**src/rtl/seq_detect_arbiter.sv**
```systemverilog
// Round-robin time-shared "10011" Moore detector over N serial channels.
// Optional per-channel saturating match counters: define MATCH_CNT_EN.
module seq_detect_arbiter #(
   parameter int N     = 4,
   parameter int CH_W  = 2,
   parameter int CNT_W = 8
) (
   input  logic             clk,
   input  logic             rst,
   input  logic [N-1:0]     req_i,
   input  logic [N-1:0]     bit_in_i,
   input  logic [N-1:0]     clr_i,
   input  logic [CH_W-1:0]  cnt_sel_i,
   output logic [N-1:0]     gnt_o,
   output logic             match_valid_o,
   output logic [CH_W-1:0]  match_ch_o,
   output logic             busy_o,
   output logic [CNT_W-1:0] cnt_out_o
);

   // state | meaning: S0 idle | S1 "1" | S2 "10" | S3 "100" | S4 "1001" | S5 "10011" seen
   typedef enum logic [2:0] {S0, S1, S2, S3, S4, S5} state_t;

   state_t          ctx_q [N];
   state_t          ctx_d [N];
   state_t          nxt;
   logic [CH_W-1:0] ptr_q, ptr_d;
   logic [CH_W-1:0] gnt_idx, idx;
   logic            gnt_any;
   logic [N-1:0]    elig;
   logic            match_d;
   logic            match_valid_q, busy_q;
   logic [CH_W-1:0] match_ch_q;

   function automatic state_t next_state(input state_t s, input logic b);
      case (s)
         S0:      return b ? S1 : S0;
         S1:      return b ? S1 : S2;
         S2:      return b ? S1 : S3;
         S3:      return b ? S4 : S0;
         S4:      return b ? S5 : S2;
         S5:      return b ? S1 : S2;
         default: return S0;
      endcase
   endfunction

   // Search starts just above the last winner so every requester is served in turn.
   always_comb begin
      elig    = req_i & ~clr_i;
      gnt_any = 1'b0;
      gnt_idx = '0;
      idx     = '0;
      gnt_o   = '0;
      for (int k = 1; k <= N; k++) begin
         idx = CH_W'((int'(ptr_q) + k) % N);
         if (!gnt_any && elig[idx]) begin
            gnt_any = 1'b1;
            gnt_idx = idx;
         end
      end
      if (gnt_any) gnt_o[gnt_idx] = 1'b1;
   end

   always_comb begin
      for (int i = 0; i < N; i++) begin
         ctx_d[i] = ctx_q[i];
         if (clr_i[i]) ctx_d[i] = S0;
      end
      nxt = next_state(ctx_q[gnt_idx], bit_in_i[gnt_idx]);
      if (gnt_any) ctx_d[gnt_idx] = nxt;
      ptr_d   = gnt_any ? gnt_idx : ptr_q;
      match_d = gnt_any && (nxt == S5);
   end

   always_ff @(posedge clk or posedge rst) begin
      if (rst) begin
         for (int i = 0; i < N; i++) ctx_q[i] <= S0;
         ptr_q         <= CH_W'(N - 1);
         match_valid_q <= 1'b0;
         match_ch_q    <= '0;
         busy_q        <= 1'b0;
      end else begin
         for (int i = 0; i < N; i++) ctx_q[i] <= ctx_d[i];
         ptr_q         <= ptr_d;
         match_valid_q <= match_d;
         if (match_d) match_ch_q <= gnt_idx;
         busy_q        <= gnt_any;
      end
   end

   assign match_valid_o = match_valid_q;
   assign match_ch_o    = match_ch_q;
   assign busy_o        = busy_q;

`ifdef MATCH_CNT_EN
   logic [CNT_W-1:0] cnt_q [N];

   always_ff @(posedge clk or posedge rst) begin
      if (rst) begin
         for (int i = 0; i < N; i++) cnt_q[i] <= '0;
      end else begin
         for (int i = 0; i < N; i++) begin
            if (clr_i[i])
               cnt_q[i] <= '0;
            else if (match_d && gnt_idx == CH_W'(i) && cnt_q[i] != {CNT_W{1'b1}})
               cnt_q[i] <= cnt_q[i] + 1'b1;
         end
      end
   end

   assign cnt_out_o = cnt_q[cnt_sel_i];
`else
   logic unused_cnt_sel;
   assign unused_cnt_sel = ^cnt_sel_i;
   assign cnt_out_o      = '0;
`endif

endmodule

```
**config.mk**
```make
export PLATFORM = sky130hd
export DESIGN_NAME = seq_detect_arbiter
export DESIGN_NICKNAME = d
export VERILOG_FILES = /design/src/rtl/seq_detect_arbiter.sv
export SDC_FILE = /design/constraint.sdc
export NUM_CORES = 1
export LEC_CHECK = 0
export ABC_AREA = 1
export ABC_CLOCK_PERIOD_IN_PS = 2150
export BUFFER_PORTS_ARGS = -buffer_cell sky130_fd_sc_hd__buf_2
export CORE_MARGIN = 5
export CORE_UTILIZATION = 45
export DETAILED_ROUTE_END_ITERATION = 8
export PLACE_DENSITY = 0.74
export SLEW_MARGIN = 10
export SYNTH_ARGS = -nofsm -noshare
export SYNTH_HDL_FRONTEND = slang
export SYNTH_SLANG_ARGS = --single-unit
```
**constraint.sdc**
```tcl
create_clock -name clk -period 2.15 [get_ports clk]
set_input_delay 0.215 -clock clk [delete_from_list [all_inputs] [get_ports clk]]
set_output_delay 0.215 -clock clk [all_outputs]
set_load 0.005 [all_outputs]
```
==> flow_metrics.tcl <==
set metrics [dict create \
    outcome "finished, violations left" \
    violations "setup timing" \
    setup_slack_ns -0.371 \
    unrepaired_setup_endpoints_after_global_routing "yes" \
    cts_max_path_buffers 2 \
    slowest_stage "dfstp_2" \
    cts_hold_repair.buffers 0 \
    yosysWarnings 0 \
    worst_skew_pair.late_latency_ns 0.30 \
    grt_start_max_net_pins 19 \
    tritoncts "yes" \
    post_synth_num_cell_types 24 \
    ios 32 \
    fillerInstances 266 \
    dr.first_iter.drc_count 104 \
    r2r_cells 16 \
    timing.hold.worst.class "input port to asynchronous set/reset pin" \
    multi_input_comb_area_um2 947 \
    drt-vias-per-instance 5.29 \
    first_pass_iters 4 \
    gr-usage-all-layers_pct 20.7 \
    final-seq-area_um2 453 \
    cpMostUsedCell "nand2_4" \
    layout-drive-gt1-share_pct 45.3 \
    fraction_of_the_yosys_area_taken_by_sequential_cells_pct 33.4 \
    numCtsBuffers 3 \
    cp-end-kind "output port" \
    path_max_fanout 7 \
    final_core_util_pct 66.2 \
    overflow 0 \
    clock_skew_ns 0.00305 \
    dp_hpwl_mm 2.61 \
    routabilityCongestion 0.817 \
    required_ns 1.93 \
    dieHeight_um 64.9 \
    clock-sinks 18 \
    max_slew_margin_pct 52.7 \
    r2r-end "ctx_q[11]" \
    timing.reg2reg.setup_slack_ns -0.35 \
    netlist_area_um2 1360 \
    finalNetCount 275 \
    rr_startpoint "ptr_q[0]" \
    critPathBufInv 3 \
    worst-setup-path-type "flip-flop to output port" \
    ctsRootBufferMaster "clkbuf_4" \
    grt_antenna_before_repair 0 \
    yosys_register_bits 18 \
    critical_path.max_stage_delay_ns 0.64 \
    timing.critical_path.max_delay_family "simple AND/OR/NAND/NOR gates" \
    diode_count 0 \
    avg_inst_size_synth_um2 6.84 \
    htree_num_levels 1 \
    finalHoldViolations 0 \
    period_needed_ns 2.52 \
    postRouteAntennaNets 0 \
    area_delta_synth_final_pct 45.5 \
    arrival_time_at_the_worst_endpoint_ns 2.31 \
    timing.critical_path.from_type "flip-flop" \
    grt_first_pass_wirelength_mm 6.75 \
    route.detailed.wl_per_inst_um 13.4 \
    drt_drc_violations_left 0 \
    setup_viol_count_final 19 \
    final-max-slew-violation-count 0 \
    top_achievable_clock_speed_ghz 0.397 \
    die-area_um2 4210 \
    netlist_top_cells_area "dfrtp_1 (30%), nand2_1 (18%), nand3_1 (17%)" \
    path_depth 12 \
    synth_cells 198 \
    placement_rows 20 \
    yosysTopAreaCell "dfrtp_1" \
    worst_slew_pin_slew_ns 0.708 \
    synth_top_cell_area_share_pct 29.5 \
    core-area_um2 2980 \
    crit_path_end "gnt_o[0]" \
    detail_route.wirelength_mm 3.90 \
    via_count 1539 \
    floorplan.die.width_um 64.9 \
    crit_chain "inv_4 -> nand2_2 -> nand2_4 -> o21ai_4 -> nand2_4 -> nor2_4 -> nand2_4 -> nand2_8 -> nor2_1 -> nand2_1 -> inv_2 -> buf_6" \
    cap_violations 0 \
    grt_pass1_vias 1438 \
    start_util_pct 45.5 \
    post-route-period-util_pct 117 \
    worst_setup_path_startpoint "ptr_q[0]" \
    io_buffers 21 \
    clock_pin_slew_worst_setup_and_hold_paths_ns 0.11 \
]
[layout by cell type, fill, tap and decap left out, types with 4 or more instances in the layout]
cell	instances
nand2_4	8
buf_6	5
buf_2	20
dfrtp_1	16
buf_4	32
inv_1	15
nand3_1	35
inv_2	4
conb_1	8
nand3_2	11
nand2_2	14
nor2_4	4
nand2_1	55
[cell usage after synthesis (all sizes together)]
master	number
a21oi	5
o21ai	5
dfstp	2
nand4	4
nor2	9
nand3b	1
a31oi	1
dfrtp	16
conb	1
nand3	47
buf	10
inv	20
nand2	77
[how the worst min path moves through the flow]
stage / startpoint / to / slack [ns] / cells after the start
floorplan: rst / busy_o / 0.15 / 1
global placement: rst / busy_o / 0.36 / 2
CTS: rst / ctx_q[10] / 0.02 / 2
detailed placement: rst / busy_o / 0.36 / 2
global route: rst / ctx_q[4] / 0.07 / 2
finish: rst / ctx_q[9] / 0.01 / 2
[logic make-up after synthesis]
family	synth area share (%)
simple gates	49.3
buf+inv	11.2
compound gates	5.82
other cells	0.277
flops	33.4
[repair_timing]
item                                    in CTS  in global routing
pin swaps                                   12                  6
setup buffers                               14                  1
cloned                                       1                  0
resized for setup                           29                  4
endpoints found under the hold margin        0                  0
endpoints found under the setup margin      19                 19
[routing by layer]
layer | vias up | track usage (%) | share of wire (%)
met3 | 4 | 3.29 | 5.2
met4 | 0 | 5.54 | 1.1
met2 | 60 | 36.8 | 52
met1 | 722 | 25.7 | 42
li1 | 753 | - | -
met5 | - | 0 | 0
[area by class of cell]
| cell class | instances | area share (%) |
|---|---|---|
| Clock buffer | 4 | 1.84 |
| Inverter | 20 | 3.93 |
| Multi-Input combinational cell | 158 | 48.0 |
| Sequential cell | 18 | 23.0 |
| Tap cell | 33 | 2.09 |
| Timing Repair Buffer | 58 | 21.1 |
[state kept, by name (all words and copies together) (netlist names)]
register,count
ptr_q,2
match_valid_o,1
ctx_q,12
busy_o,1
match_ch_o,2
[through the flow]
step	TNS, ns	setup WS, ns	hold WS, ns	instances	cell area, µm²
detailed placement	-2.83	-0.212	0.356	271	1680
global placement	-2.17	-0.162	0.357	271	1680
CTS	-4.99	-0.284	0.0198	290	1950
finish	-6.10	-0.371	0.0117	291	1970
floorplan	-0.391	-0.0395	0.152	205	1430
global route	-9.69	-0.567	0.0684	291	1970
Power is left out: the tool's default activity adds up to more than one toggle a clock period on the data nets, which glitch-free logic cannot reach.
